$ cat src/rtl/bram_stream_reader_if.sv
// Bundle of signals between bram_stream_reader and its surroundings.
// The RAM port and the output stream sit in one bundle because the reader is
// always wired straight between a single-port RAM and one stream consumer.
//   start/base_addr/length  : transfer request, sampled while idle
//   busy/done               : transfer status
//   ram_enable/write_enable/address, ram_data : RAM read port
//   out_data/out_valid/out_last, out_ready    : valid/ready output stream
// Modports: slave = the reader itself, master = the environment that
// requests transfers, models the RAM and consumes the stream.
interface bram_stream_reader_if #(
  parameter int unsigned RAM_WIDTH     = 8,
  parameter int unsigned RAM_ADDR_BITS = 8
);
  logic                     start;
  logic [RAM_ADDR_BITS-1:0] base_addr;
  logic [RAM_ADDR_BITS:0]   length;
  logic                     busy;
  logic                     done;
  logic                     ram_enable;
  logic                     write_enable;
  logic [RAM_ADDR_BITS-1:0] address;
  logic [RAM_WIDTH-1:0]     ram_data;
  logic [RAM_WIDTH-1:0]     out_data;
  logic                     out_valid;
  logic                     out_last;
  logic                     out_ready;

  modport slave (
    input  start, base_addr, length, ram_data, out_ready,
    output busy, done, ram_enable, write_enable, address, out_data, out_valid, out_last
  );

  modport master (
    output start, base_addr, length, ram_data, out_ready,
    input  busy, done, ram_enable, write_enable, address, out_data, out_valid, out_last
  );
endinterface

$ cat src/rtl/bram_stream_reader.sv
// Read sequencer for a single-port block RAM with a 1-cycle registered output.
// Reads `length` words from a wrapping address range starting at `base_addr`
// and presents them as a valid/ready stream with a last marker.
// Ports:
//   clock : rising-edge clock
//   reset : asynchronous active-high reset
//   bus   : request/status, RAM read port and output stream (slave modport)
// A 2-entry buffer absorbs the RAM latency: a read is only issued when the
// buffer has room for it once every outstanding word has landed, so a full
// rate consumer gets one word per cycle and backpressure never drops data.
module bram_stream_reader #(
  parameter int unsigned RAM_WIDTH     = 8,
  parameter int unsigned RAM_ADDR_BITS = 8
) (
  input  logic                clock,
  input  logic                reset,
  bram_stream_reader_if.slave bus
);

  typedef enum logic [1:0] {StIdle, StRead, StDrain, StFin} state_e;

  localparam logic [RAM_ADDR_BITS:0] RemOne = {{RAM_ADDR_BITS{1'b0}}, 1'b1};

  state_e                   state_q;
  logic [RAM_ADDR_BITS-1:0] next_addr_q;
  logic [RAM_ADDR_BITS-1:0] addr_q;
  logic [RAM_ADDR_BITS:0]   remaining_q;
  logic                     inflight_q;
  logic                     inflight_last_q;
  logic                     busy_q;
  logic                     done_q;
  logic [RAM_WIDTH-1:0]     buf_data_q [2];
  logic [1:0]               buf_last_q;
  logic                     rd_ptr_q;
  logic                     wr_ptr_q;
  logic [1:0]               count_q;

  logic       pop;
  logic       push;
  logic       issue;
  logic [2:0] credit_used;

  always_comb begin
    pop         = (count_q != 2'd0) && bus.out_ready;
    push        = inflight_q;
    // Slots the buffer would hold after this edge if nothing new were issued.
    credit_used = {1'b0, count_q} + {2'b00, inflight_q} - {2'b00, pop};
    issue       = (state_q == StRead) && (remaining_q != '0) && (credit_used < 3'd2);
  end

  assign bus.ram_enable   = issue;
  assign bus.write_enable = 1'b0;
  // Hold the last issued address while the RAM is not enabled.
  assign bus.address      = issue ? next_addr_q : addr_q;
  assign bus.out_valid    = (count_q != 2'd0);
  assign bus.out_data     = buf_data_q[rd_ptr_q];
  assign bus.out_last     = (count_q != 2'd0) && buf_last_q[rd_ptr_q];
  assign bus.busy         = busy_q;
  assign bus.done         = done_q;

  always_ff @(posedge clock or posedge reset) begin
    if (reset) begin
      state_q         <= StIdle;
      next_addr_q     <= '0;
      addr_q          <= '0;
      remaining_q     <= '0;
      inflight_q      <= 1'b0;
      inflight_last_q <= 1'b0;
      busy_q          <= 1'b0;
      done_q          <= 1'b0;
      buf_data_q[0]   <= '0;
      buf_data_q[1]   <= '0;
      buf_last_q      <= '0;
      rd_ptr_q        <= 1'b0;
      wr_ptr_q        <= 1'b0;
      count_q         <= 2'd0;
    end else begin
      if (issue) begin
        addr_q          <= next_addr_q;
        next_addr_q     <= next_addr_q + 1'b1;
        remaining_q     <= remaining_q - 1'b1;
        inflight_last_q <= (remaining_q == RemOne);
      end
      inflight_q <= issue;

      // RAM output is valid exactly in the cycle after an issue.
      if (push) begin
        buf_data_q[wr_ptr_q] <= bus.ram_data;
        buf_last_q[wr_ptr_q] <= inflight_last_q;
        wr_ptr_q             <= ~wr_ptr_q;
      end
      if (pop) begin
        rd_ptr_q <= ~rd_ptr_q;
      end
      count_q <= count_q + {1'b0, push} - {1'b0, pop};

      done_q <= 1'b0;
      unique case (state_q)
        StIdle: begin
          if (bus.start) begin
            next_addr_q <= bus.base_addr;
            remaining_q <= bus.length;
            busy_q      <= 1'b1;
            if (bus.length == '0) begin
              state_q <= StFin;
              done_q  <= 1'b1;
            end else begin
              state_q <= StRead;
            end
          end
        end
        StRead: begin
          if (issue && (remaining_q == RemOne)) begin
            state_q <= StDrain;
          end
        end
        StDrain: begin
          // Finish once nothing is in flight and this cycle empties the buffer.
          if (!inflight_q && (count_q == {1'b0, pop})) begin
            state_q <= StFin;
            done_q  <= 1'b1;
          end
        end
        StFin: begin
          state_q <= StIdle;
          busy_q  <= 1'b0;
        end
        default: state_q <= StIdle;
      endcase
    end
  end

endmodule
$ cat src/flat_wrapper.sv
// flat-port wrapper written by rule: the top's interface ports become plain ports
module bram_stream_reader_flat 
#(
  parameter int unsigned RAM_WIDTH     = 8,
  parameter int unsigned RAM_ADDR_BITS = 8
)
  (clock, reset, bus_start, bus_base_addr, bus_length, bus_ram_data, bus_out_ready, bus_busy, bus_done, bus_ram_enable, bus_write_enable, bus_address, bus_out_data, bus_out_valid, bus_out_last);
  bram_stream_reader_if #(.RAM_WIDTH(RAM_WIDTH), .RAM_ADDR_BITS(RAM_ADDR_BITS)) bus_i ();
  input  logic clock;
  input  logic reset;
  input wire logic [$bits(bus_i.start)-1:0] bus_start;
  input wire logic [$bits(bus_i.base_addr)-1:0] bus_base_addr;
  input wire logic [$bits(bus_i.length)-1:0] bus_length;
  input wire logic [$bits(bus_i.ram_data)-1:0] bus_ram_data;
  input wire logic [$bits(bus_i.out_ready)-1:0] bus_out_ready;
  output wire logic [$bits(bus_i.busy)-1:0] bus_busy;
  output wire logic [$bits(bus_i.done)-1:0] bus_done;
  output wire logic [$bits(bus_i.ram_enable)-1:0] bus_ram_enable;
  output wire logic [$bits(bus_i.write_enable)-1:0] bus_write_enable;
  output wire logic [$bits(bus_i.address)-1:0] bus_address;
  output wire logic [$bits(bus_i.out_data)-1:0] bus_out_data;
  output wire logic [$bits(bus_i.out_valid)-1:0] bus_out_valid;
  output wire logic [$bits(bus_i.out_last)-1:0] bus_out_last;
  assign bus_i.start = bus_start;
  assign bus_i.base_addr = bus_base_addr;
  assign bus_i.length = bus_length;
  assign bus_i.ram_data = bus_ram_data;
  assign bus_i.out_ready = bus_out_ready;
  assign bus_busy = bus_i.busy;
  assign bus_done = bus_i.done;
  assign bus_ram_enable = bus_i.ram_enable;
  assign bus_write_enable = bus_i.write_enable;
  assign bus_address = bus_i.address;
  assign bus_out_data = bus_i.out_data;
  assign bus_out_valid = bus_i.out_valid;
  assign bus_out_last = bus_i.out_last;
  bram_stream_reader #(.RAM_WIDTH(RAM_WIDTH), .RAM_ADDR_BITS(RAM_ADDR_BITS)) u_core (.clock(clock), .reset(reset), .bus(bus_i));
endmodule
$ cat config.mk
export PLATFORM = sky130hd
export DESIGN_NAME = bram_stream_reader_flat
export DESIGN_NICKNAME = d
export VERILOG_FILES = /design/src/rtl/bram_stream_reader_if.sv /design/src/rtl/bram_stream_reader.sv /design/src/flat_wrapper.sv
export SDC_FILE = /design/constraint.sdc
export NUM_CORES = 1
export LEC_CHECK = 0
export ABC_AREA = 1
export BUFFER_PORTS_ARGS = -buffer_cell sky130_fd_sc_hd__clkbuf_2
export CELL_PAD_IN_SITES_DETAIL_PLACEMENT = 1
export CELL_PAD_IN_SITES_GLOBAL_PLACEMENT = 2
export CORE_ASPECT_RATIO = 1.75
export CORE_MARGIN = 2
export CORE_UTILIZATION = 32
export CTS_CLUSTER_DIAMETER = 150
export DETAILED_ROUTE_END_ITERATION = 10
export GPL_TIMING_DRIVEN = 0
export PLACE_DENSITY = 0.9
export SLEW_MARGIN = 40
export SYNTH_ARGS = -nofsm -noshare
export SYNTH_HDL_FRONTEND = slang
export SYNTH_SLANG_ARGS = --single-unit
$ cat constraint.sdc
create_clock -name clock -period 3.3 [get_ports clock]
set_clock_uncertainty 0.2 [all_clocks]
set_input_delay 0.165 -clock clock [delete_from_list [all_inputs] [get_ports clock]]
set_output_delay 0.165 -clock clock [all_outputs]
set_load 0.02 [all_outputs]
After elaboration in Yosys (flattened, before gate mapping)
Index checks and enable logic that the tools add are counted.
{"block": "op_classes", "addsub": 6, "n_mul": 0, "n_div": 0, "magnitude_cmp": 7, "eq_ne": 8, "n_shift": 0, "muxes": 29, "bitwise": 4, "reduce_logical": 16}
{"operator": "two-way mux 8 bit", "count": 8}
{"operator": "two-way mux 9 bit", "count": 3}
{"operator": "bitwise mux 16 bit", "count": 1}
{"operator": "equality test 9 x 1 -> 1 bit (second input constant)", "count": 1}
{"operator": "zero test 9 bit", "count": 1}
{"operator": "nonzero test 9 bit", "count": 1}
{"operator": "subtractor 9 x 1 -> 9 bit (second input constant)", "count": 1}
{"operator": "adder 8 x 1 -> 8 bit (second input constant)", "count": 1}
{"operator": "demux 8 bit (select 1 bit)", "count": 1}
{"operator": "logical AND 1 bit", "count": 8}
{"operator": "two-way mux 2 bit", "count": 4}
{"operator": "case mux 2 bit (4 select lines)", "count": 1}
{"operator": "two-way mux 1 bit", "count": 7}
{"operator": "equality test 2 bit (second input constant)", "count": 2}
{"operator": ">= comparator 2 bit (second input constant)", "count": 2}
{"operator": "less-than comparator 1 x 2 -> 1 bit (second input constant)", "count": 2}
{"operator": "inequality test 2 bit (second input constant)", "count": 2}
{"operator": "NOT 1 -> 2 bit", "count": 2}
{"operator": "case mux 1 bit (2 select lines)", "count": 2}
{"operator": "nonzero test 2 bit", "count": 2}
{"operator": "adder 2 x 1 -> 3 bit", "count": 1}
{"operator": "less-than comparator 3 x 2 -> 1 bit (second input constant)", "count": 1}
{"operator": "AND reduction 3 bit", "count": 1}
{"operator": "subtractor 3 x 1 -> 3 bit", "count": 1}
{"operator": "13 further kinds", "count": 14}
{"block": "totals", "ff_bits": 53, "latch_bits": 0, "mem_bits_rw": 0, "mem_bits_ro": 0, "in_bits": 29, "output_inout_bits": 22, "word_cells": 84, "n_memories": 0}

Depth between registers and ports, before layout
Gate-level depths: netlist (run 1).
{"block": "depth", "depth_word": 8, "mapped_depth": 17, "mapped_depth_nobuf": 16}

Worst setup path before layout (run 1)
Ideal clock, no wire load.
{"block": "synth_path", "path_type": "register -> output", "from": "register u_core.count_q[1]", "to": "output port bus_address[3]", "arrival_ns": 2.640, "required_ns": 2.935, "setup_slack_ns": 0.295, "stages_incl_launch_ff": 15, "n_path_buf": 1, "cell_sequence": "dfrtp_1 nor2_1 nor2_1 ha_1 inv_1 ha_1 inv_1 fa_1 nand2_1 inv_1 nand3_1 inv_2 nand2_8 buf_4 o21ai_1"}
{"block": "synth_between", "elab_chain_len": 6, "word_cells_on_any_way": 7, "cone_classes": "add/sub (2); order compare (1); mux (1); reduce/logical (3)"}
{"item": "start: declaration", "line_no": "bram_stream_reader.sv:36", "source": "logic [1:0] count_q;"}
{"item": "start signal: assignment", "line_no": "bram_stream_reader.sv:95", "source": "count_q <= count_q + {1'b0, push} - {1'b0, pop};"}
{"item": "nonzero test 2 bit", "line_no": "bram_stream_reader.sv:44", "source": "pop = (count_q != 2'd0) && bus.out_ready;"}
{"item": "logical AND 1 bit", "line_no": "bram_stream_reader.sv:44"}
{"item": "via u_core.pop", "line_no": "bram_stream_reader.sv:38", "source": "logic pop;"}
{"item": "subtractor 3 x 1 -> 3 bit", "line_no": "bram_stream_reader.sv:47", "source": "credit_used = {1'b0, count_q} + {2'b00, inflight_q} - {2'b00, pop};"}
{"item": "less-than comparator 3 x 2 -> 1 bit", "line_no": "bram_stream_reader.sv:48", "source": "issue = (state_q == StRead) && (remaining_q != '0) && (credit_used < 3'd2);"}
{"item": "logical AND 1 bit", "line_no": "bram_stream_reader.sv:48"}
{"item": "two-way mux 8 bit", "line_no": "bram_stream_reader.sv:54", "source": "assign bus.address = issue ? next_addr_q : addr_q;"}
{"item": "end: declaration", "line_no": "flat_wrapper.sv:20", "source": "output wire logic [$bits(bus_i.address)-1:0] bus_address;"}
The timed path passes the listed nets, and every way through them passes these cells.

Worst setup path in the final report (run 1)
{"block": "layout_path", "from": "register u_core.count_q[1]", "to": "output port bus_address[0]"}
Same word-level chain as after synthesis.

==> results of run 1 <==
==> cell families after synthesis <==
logic type	Yosys count	synth area share
buffers and inverters	68	0.09373
AOI/OAI and AO/OA	32	0.05923
other	1	0.001277
adders and majority gates	10	0.04516
and+or+nand+nor	223	0.3311
DFF	53	0.4516
xor gates and xnor gates	6	0.01790
==> repair_timing <==
action                     in CTS  in global routing
buffers inserted                4                  8
hold endpoints to repair       84                  0
hold buffers                   24                  0
pin swaps                       1                  1
gates resized for setup         5                 23
setup endpoints to repair       9                  8
==> through the flow <==
step | util | power [mW]
after detailed placement | 0.3736 | 3.109
after global routing | 0.4345 | 4.241
after floorplan | - | 2.535
after CTS | 0.4217 | 3.746
final | 0.4345 | 3.879
after global placement | 0.3711 | 3.016
==> path summary, 6_finish.rpt <==
kind	from	endpoint	slack [ns]	cells after the start
worst min-delay path	bus_start	u_core.bus.busy$_DFFE_PP0P_	0.008	4
worst max-delay path	u_core.count_q[1]$_DFF_PP0_	bus_address[0]	0.13	15
worst max register to register	u_core.count_q[1]$_DFF_PP0_	u_core.state_q[0]$_DFFE_PP0P_	0.31	18
max in group asynchronous	reset	u_core.buf_data_q[15]$_DFFE_PP0P_	2.23	4
worst min register to register	u_core.addr_q[1]$_DFF_PP0_	u_core.addr_q[1]$_DFF_PP0_	0.28	2
min in group asynchronous	reset	u_core.addr_q[7]$_DFF_PP0_	0.19	3
==> layout by cell type, fill, tap and decap left out, types with 2 or more instances in the layout <==
| master | count |
|---|---|
| nor2_2 | 2 |
| o21ai_1 | 12 |
| inv_2 | 6 |
| nand2_1 | 154 |
| ha_1 | 9 |
| dfrtp_1 | 53 |
| buf_6 | 5 |
| buf_2 | 3 |
| a21oi_1 | 2 |
| nand3b_1 | 3 |
| nand2_2 | 2 |
| nor3_1 | 2 |
| inv_1 | 49 |
| inv_4 | 2 |
| or2_2 | 8 |
| clkbuf_1 | 5 |
| buf_4 | 15 |
| nor2_1 | 11 |
| dlygate4sd3_1 | 24 |
| clkbuf_2 | 42 |
| o21ai_2 | 4 |
| clkbuf_16 | 5 |
| xor2_1 | 6 |
| nand3_1 | 34 |
| o21ai_0 | 12 |
==> critical path, delay by kind of cell (launching register included) <==
kind,cells,cell delay [ns]
compound gates,2,0.29
simple gates,5,0.43
buf+inv,5,0.45
flops,1,0.40
fa+ha+maj,3,0.91
==> area by class of cell <==
type	count	area, um2	area share
repair buffers	86	619.3	0.1588
flip-flops and latches	53	1326	0.3400
inverters	58	222.7	0.05709
well taps	120	150.1	0.03849
clock buffers	5	125.1	0.03207
clock inverters	3	21.27	0.005452
multi-input cells	272	1368	0.3505
plain buffers	10	68.82	0.01764
==> synth_stat cells, types with 3 or more instances <==
master	count
dfrtp_1	53
nor2_1	13
clkbuf_1	5
o21ai_0	12
nand2_1	154
inv_2	6
nand3_1	35
nand3b_1	3
inv_1	51
xor2_1	6
ha_1	9
or2_2	8
buf_4	3
o21ai_1	16
==> sequential cells by signal (all words and copies together), names as in the netlist <==
name	count
u_core.buf_data_q	16
u_core.remaining_q	9
u_core.addr_q	8
u_core.next_addr_q	8
u_core.buf_last_q	2
u_core.count_q	2
u_core.state_q	2
u_core.bus.busy	1
u_core.bus.done	1
u_core.inflight_last_q	1
u_core.inflight_q	1
u_core.rd_ptr_q	1
u_core.wr_ptr_q	1
==> where the power goes <==
group          switching, mW  total, mW  internal, mW
combinational           1.30       2.14         0.836
sequential             0.233       1.21         0.972
clock                  0.252      0.536         0.283
total                   1.79       3.88          2.09
==> routing by layer <==
| layer | vias up | GRT usage | wire (um) |
|---|---|---|---|
| met5 | - | 0 | 0 |
| met4 | 0 | 0.06845 | 187 |
| met3 | 11 | 0.02060 | 166 |
| met2 | 41 | 0.3467 | 4732 |
| met1 | 1365 | 0.1870 | 3196 |
| li1 | 1382 | - | - |
==> impl_metrics.ini, run 1 <==
[outcome]
status = finished clean

[worst_hold_path]
holdCritPathClass = input pin to register

[synth]
synthFlopType = dfrtp_1
seq_area_frac_synth = 0.4516
yosysTopAreaCellShare = 0.4516
syn_nets = 432
yosysTopAreaCell = dfrtp_1
synthTopCellsByArea = dfrtp_1 45%, nand2_1 20%, inv_1 6.5%
synth_seq_cells = 53
synth-edff-count = 0
synth.avg_cell_area_um2 = 7.472
async_flop_share = 1.000
synth_cell_types = 30
ys_warn_count = 0
netlist_area_um2 = 2937
syn_inst = 393

[placed_design]
dp_cells = 563
routabilityCongestion = 0.7746
hpwl_um = 5802
dpl-instance-area_um2 = 3354
numPortBuffers = 49
dp_slack_ns = -0.03812

[critical_path]
worstPathCellList = nor2_2 -> nor2_2 -> ha_1 -> inv_1 -> ha_1 -> inv_1 -> fa_1 -> nand2_1 -> inv_2 -> nand3_4 -> a21oi_4 -> buf_6 -> nand2_1 -> o21a_1 -> buf_4
end_kind = output port
crit_fanout = 4
cp.arrival_ns = 2.80
cp-start-kind = register
max_stage_delay_ns = 0.50
required_ns = 2.93
crit_type = register to output port
cp_slowest_cell = fa_1

[clocking]
cts_tree = done
clk_latency_ns = 0.30
cts.path.max_buffers = 2
cts_buffers = 5
cts_max_level = 2
clock-sinks = 53
cts_root_buf = clkbuf_16
cts.clk_slew.worst_paths_ns = 0.07

[power_and_ir_drop]
peakVddDrop_mv = 0.2901
p_leak_nw = 2.152
p_per_area_nw_per_um2 = 994.4

[floorplanning]
chipWidth_um = 76.42
rows = 46
pin_count = 51
die_y_um = 130.7
start_util = 0.3271
fp.coreArea_um2 = 8979
die_area_um2 = 9989

[grt]
antenna_found_initial = 0
grt_max_degree = 35
grt-ovfl-total = 0
track_usage = 0.1747
first_global_vias = 2910
grt_pass1_wl_um = 13780

[sta]
relSlewSlack = 0.6173
fin_crit_ns = 3.170
timing.final.crit_share = 0.9606
finalWorstSetupSlack_ns = 0.1301
setup_viol = 0
tns_ns = 0
slew_violations = 0
fmax_mhz = 315.5
hold_slack_ns = 0.008028
finalHoldViolCount = 0
worst_pin_slew_ns = 0.5741

[detailed_routing]
wl_per_cell_um = 13.64
viasPerCell = 4.611
ant_nets = 0
drt-initial-drc-count = 71
routed_wl_um = 8282
vias = 2799
drc = 0
firstDrtPassIters = 4

[final_layout]
antenna_cells = 0
final_cell_count_no_fill = 607
syn2layout_area_growth_pct = 32.85
design_area_um2 = 3901
drive_gt1_frac = 0.2156
fillCellCount = 1192
final_nets = 525

[run]
cap_violations = 0
No activity file was read; power rests on OpenSTA's default activity.
==> run 2, diff against run 1 <==
Settings changed: CORE_ASPECT_RATIO 1.75 to unset.
==> run 2 against run 1 <==
Compared with the run above:
- first-iteration DRC count grew 21%
- maximum frequency fell by 0.75%
- count of clock-buffer cells in the layout did not move
- non-clock buffer count rose by 5
- largest power group unchanged
- critical path depth unchanged
- largest cell class unchanged
- highest routed layer unchanged
- utilization is 2.0 points higher
- cell count down 0.99%
- via count decreased by 1.2%
- sequential share of layout area fell by 0.83 points
- clock power is 16% lower
- die area fell by 0.30%
==> impl_metrics.ini, run 2 (synthesized netlist as in run 1, its figures left out) <==
[outcome]
status = finished clean

[critical_path]
end_kind = output port
cpMostUsedCell = inv_2
cp_slowest_cell = fa_1
required_ns = 2.93
worstPathCellList = nor2_4 -> nor2_4 -> ha_4 -> inv_2 -> ha_4 -> inv_2 -> fa_1 -> nand2_1 -> inv_2 -> nand3_4 -> a21oi_4 -> buf_6 -> nand2_4 -> o21a_1 -> buf_6
cp.buffers_inverters = 5
cp-start-kind = register
cp_top_family = adder cells
crit_fanout = 2
crit_type = register to output port
max_stage_delay_ns = 0.57
cp.arrival_ns = 2.83

[clocking]
cts_root_buf = clkbuf_8
cts_tree = done
clk_latency_ns = 0.31
cts.path.max_buffers = 2
clock-sinks = 53
cts.clk_slew.worst_paths_ns = 0.10
cts_max_level = 2
cts_buffers = 5

[power_and_ir_drop]
power_frac_comb = 0.582
p_per_area_nw_per_um2 = 992.9
pwr-share-seq = 0.305
power_frac_clock = 0.114
intPower_mw = 2.142
peakVddDrop_mv = 0.2820
p_switching_mw = 1.829
p_sw_frac = 0.4606
p_leak_nw = 2.177

[placed_design]
dp_slack_ns = -0.06432
dp_cells = 551
dpl-instance-area_um2 = 3339
numPortBuffers = 49
hpwl_um = 5541
routabilityCongestion = 0.7702

[final_layout]
reg_top3 = u_core.buf_data_q (16), u_core.remaining_q (9)
drive_gt1_frac = 0.2353
layout_commonest_cell = nand2_1
fillCellCount = 1083
largest_register_ffs = 16
final_cell_mix = 150 x nand2_1, 53 x dfrtp_1, 47 x inv_1
final_nets = 531
syn2layout_area_growth_pct = 36.17
design_area_um2 = 3999
top_register = u_core.buf_data_q
final_cell_count_no_fill = 601
antenna_cells = 0

[grt]
antenna_found_initial = 0
track_usage = 0.1627
first_global_vias = 2812
grt_pass1_wl_um = 13140
grt-ovfl-total = 0
grt_max_degree = 36

[detailed_routing]
routed_wl_um = 8110
drt-initial-drc-count = 86
drc = 0
firstDrtPassIters = 4
viasPerCell = 4.601
ant_nets = 0
wl_per_cell_um = 13.49
vias = 2765

[sta]
setup_viol = 0
fmax_mhz = 313.1
timing.final.crit_share = 0.9678
tns_ns = 0
rsz0062_at_grt = yes
relSlewSlack = 0.6462
worst_pin_slew_ns = 0.5308
hold_slack_ns = 0.006806
finalWorstSetupSlack_ns = 0.1061
slew_violations = 0
finalHoldViolCount = 0
fin_crit_ns = 3.194

[floorplanning]
rows = 34
chipWidth_um = 99.80
start_util = 0.3335
fp.coreArea_um2 = 8806
die_area_um2 = 9959
pin_count = 51
die_y_um = 99.80

[run]
cap_violations = 0

[worst_hold_path]
holdCritPathClass = input pin to register
run 2: repair_timing:
item | 4_1_cts | 5_1_grt
hold buffers | 26 | 0
endpoints found under the setup margin | 9 | 9
pin swaps | 1 | 6
gates cloned | 0 | 1
buffers inserted | 5 | 11
hold endpoints to repair | 87 | 0
gates resized for setup | 11 | 33
run 2: layout make-up:
cell class / instances / area [um2] / area share
Buffer: 9 / 61.31 / 0.01533
Clock buffer: 5 / 68.82 / 0.01721
Clock inverter: 3 / 43.79 / 0.01095
Inverter: 58 / 225.2 / 0.05632
Multi-Input combinational cell: 273 / 1425 / 0.3564
Sequential cell: 53 / 1326 / 0.3317
Tap cell: 108 / 135.1 / 0.03379
Timing Repair Buffer: 92 / 713.2 / 0.1783
run 2: power by group through the flow:
stage                     Combinational, mW  Clock, mW  Sequential (mW)
after detailed placement               1.89          0             1.22
after global placement                 1.82          0             1.20
after CTS                              2.02      0.469             1.20
final                                  2.31      0.452             1.21
after floorplan                        1.37          0             1.17
after global routing                   2.61      0.492             1.25
run 2: path summary, 6_finish.rpt:
| path | cells after the start | slack (ns) | start | end |
|---|---|---|---|---|
| hold reg to reg | 2 | 0.28 | u_core.addr_q[3]$_DFF_PP0_ | u_core.addr_q[3]$_DFF_PP0_ |
| max in group asynchronous | 4 | 2.31 | reset | u_core.next_addr_q[1]$_DFF_PP0_ |
| hold / removal | 4 | 0.007 | bus_start | u_core.bus.busy$_DFFE_PP0P_ |
| min in group asynchronous | 3 | 0.13 | reset | u_core.remaining_q[4]$_DFF_PP0_ |
| setup / recovery | 15 | 0.11 | u_core.count_q[1]$_DFF_PP0_ | bus_address[0] |
| setup reg to reg | 20 | 0.20 | u_core.count_q[1]$_DFF_PP0_ | u_core.next_addr_q[5]$_DFF_PP0_ |
run 2: per-layer routing:
layer  vias to the layer above  share of wire  track usage
li1                       1397              -            -
met1                      1323           0.45       0.1973
met2                        38           0.52       0.3067
met3                         7          0.022      0.02646
met4                         0          0.011      0.02845
met5                         -              0            0
run 2: tightest hold or removal path: stages:
cell	delay, ns
clkbuf_2	0.11
o21ai_0	0.09
o21ai_0	0.08
inv_1	0.04
run 2: stage by stage:
stage          total power [mW]  utilization
3_3_place_gp              3.027       0.3767
6_report                  3.971       0.4541
2_1_floorplan             2.535            -
4_1_cts                   3.693       0.4294
5_1_grt                   4.357       0.4541
3_5_place_dp              3.107       0.3792
==> run 3, diff against run 2 <==
Settings changed: CTS_BUF_LIST set to sky130_fd_sc_hd__clkbuf_16, GPL_TIMING_DRIVEN 0 to 1.
==> run 3 against run 2 <==
Compared with the run above:
- die area is the same
- combinational power shrank 10%
- non-clock buffer count shrank 14
- register-to-register slack gained 0.16 ns
- sequential power is essentially flat
- cell count shrank 2.3%
- power shrank 1.8%
- setup slack gained 0.020 ns
==> impl_metrics.ini, run 3 (synthesized netlist as in run 1, its figures left out) <==
[sta]
finalHoldViolCount = 0
worst_pin_slew_ns = 0.7074
timing.final.crit_share = 0.9619
fin_crit_ns = 3.174
slew_violations = 0
hold_slack_ns = 0.02220
finalWorstSetupSlack_ns = 0.1257
relSlewSlack = 0.5277
fmax_mhz = 315.0
rsz0062_at_grt = no
setup_viol = 0
tns_ns = 0

[final_layout]
antenna_cells = 0
largest_register_ffs = 16
top_register = u_core.buf_data_q
syn2layout_area_growth_pct = 32.17
fin_util = 0.4408
final_cell_mix = 153 x nand2_1, 51 x dfrtp_1, 49 x inv_1
layout_commonest_cell = nand2_1
final_nets = 517
reg_top3 = u_core.buf_data_q (16), u_core.remaining_q (9)
drive_gt1_frac = 0.2192

[power_and_ir_drop]
p_sw_frac = 0.4572
p_switching_mw = 1.782
pwr-share-seq = 0.318
p_per_area_nw_per_um2 = 1004
power_frac_clock = 0.151
peakVddDrop_mv = 0.3081
p_leak_nw = 2.131
power_frac_comb = 0.531
intPower_mw = 2.116

[grt]
track_usage = 0.1624
use_met2 = 0.2989
gr-usage-met1 = 0.2006
grt_max_degree = 33
grt_pass1_wl_um = 13160
antenna_found_initial = 0
first_global_vias = 2846
use_met3 = 0.02298
grt-ovfl-total = 0
gr-max-usage-layer = met2

[placed_design]
hpwl_um = 5428
dp_slack_ns = 0.1620
numPortBuffers = 49
routabilityCongestion = 0.7977

[clocking]
cts_buffers = 5
cts_max_level = 2
cts.clk_slew.worst_paths_ns = 0.07
cts_root_buf = clkbuf_16
cts_tree = done
clock-sinks = 53
cts.path.max_buffers = 2
clk_latency_ns = 0.29

[critical_path]
cp.arrival_ns = 2.81
cp-start-kind = register
crit_type = register to output port
rr_startpoint = u_core.count_q[0]$_DFF_PP0_
end_kind = output port
required_ns = 2.93
crit_fanout = 8
worstSetupStartpoint = u_core.count_q[0]$_DFF_PP0_

[floorplanning]
die_y_um = 99.80
rows = 34
die_area_um2 = 9959
fp.coreArea_um2 = 8806
start_util = 0.3335
pin_count = 51
chipWidth_um = 99.80

[detailed_routing]
vias = 2726
viasPerCell = 4.644
routed_wl_um = 7780
drc = 0
drt-initial-drc-count = 74
ant_nets = 0
wl_per_cell_um = 13.25
firstDrtPassIters = 4

[outcome]
status = finished clean

[worst_hold_path]
min_from = bus_start
holdCritPathClass = input pin to register

[run]
cap_violations = 0
==> run 3: path summary, 6_finish.rpt <==
path	to	slack, ns	cells past startpoint
setup / recovery	bus_address[0]	0.13	14
hold / removal	u_core.bus.busy$_DFFE_PP0P_	0.02	4
setup reg to reg	u_core.state_q[0]$_DFFE_PP0P_	0.36	17
hold reg to reg	u_core.addr_q[6]$_DFF_PP0_	0.27	2
max in group asynchronous	u_core.count_q[1]$_DFF_PP0_	1.78	4
min in group asynchronous	u_core.addr_q[6]$_DFF_PP0_	0.33	3
==> run 3: worst max-delay path: stages (launching register included) <==
cell and delay (ns):
dfrtp_2 0.43, nor2_4 0.15, nor2_4 0.06, ha_4 0.21
inv_1 0.05, ha_2 0.16, inv_2 0.04, fa_1 0.56
nand2_1 0.07, inv_2 0.07, nand3_4 0.09, a21oi_4 0.25
nand2_1 0.11, o21a_1 0.15, buf_6 0.14
==> run 3: power by group through the flow <==
stage | clock, mW | sequential (mW) | combinational (mW)
finish | 0.588 | 1.24 | 2.07
global route | 0.625 | 1.30 | 2.36
CTS | 0.607 | 1.24 | 1.95
detailed placement | 0 | 1.24 | 1.84
global placement | 0 | 1.22 | 1.78
floorplan | 0 | 1.17 | 1.37
==> run 3: final cells by class <==
type | count | area [um2]
Inverter | 58 | 220.2
Clock inverter | 3 | 42.54
Clock buffer | 5 | 125.1
Multi-Input combinational cell | 273 | 1414
Fill cell | 1102 | 4925
Sequential cell | 53 | 1329
Timing Repair Buffer | 87 | 615.6
Tap cell | 108 | 135.1
==> run 3: per-stage QoR <==
stage | instance area, um2 | total power [mW] | instances
global route | 3881 | 4.283 | 587
global placement | 3289 | 3.002 | 544
finish | 3881 | 3.898 | 587
detailed placement | 3289 | 3.087 | 544
floorplan | 2937 | 2.535 | 393
CTS | 3767 | 3.793 | 581
==> run 3: timing repair <==
action,in CTS,in global routing
endpoints found under the setup margin,9,9
gates resized for setup,8,22
hold endpoints to repair,64,0
pin swaps,0,7
setup buffers,3,5
cloned,0,1
hold buffers,26,0
==> run 3: per-layer routing <==
| metal | vias to the layer above | wire length (um) |
|---|---|---|
| met1 | 1310 | 3544 |
| li1 | 1372 | - |
| met4 | 0 | 58 |
| met3 | 4 | 192 |
| met2 | 40 | 3985 |
| met5 | - | 0 |
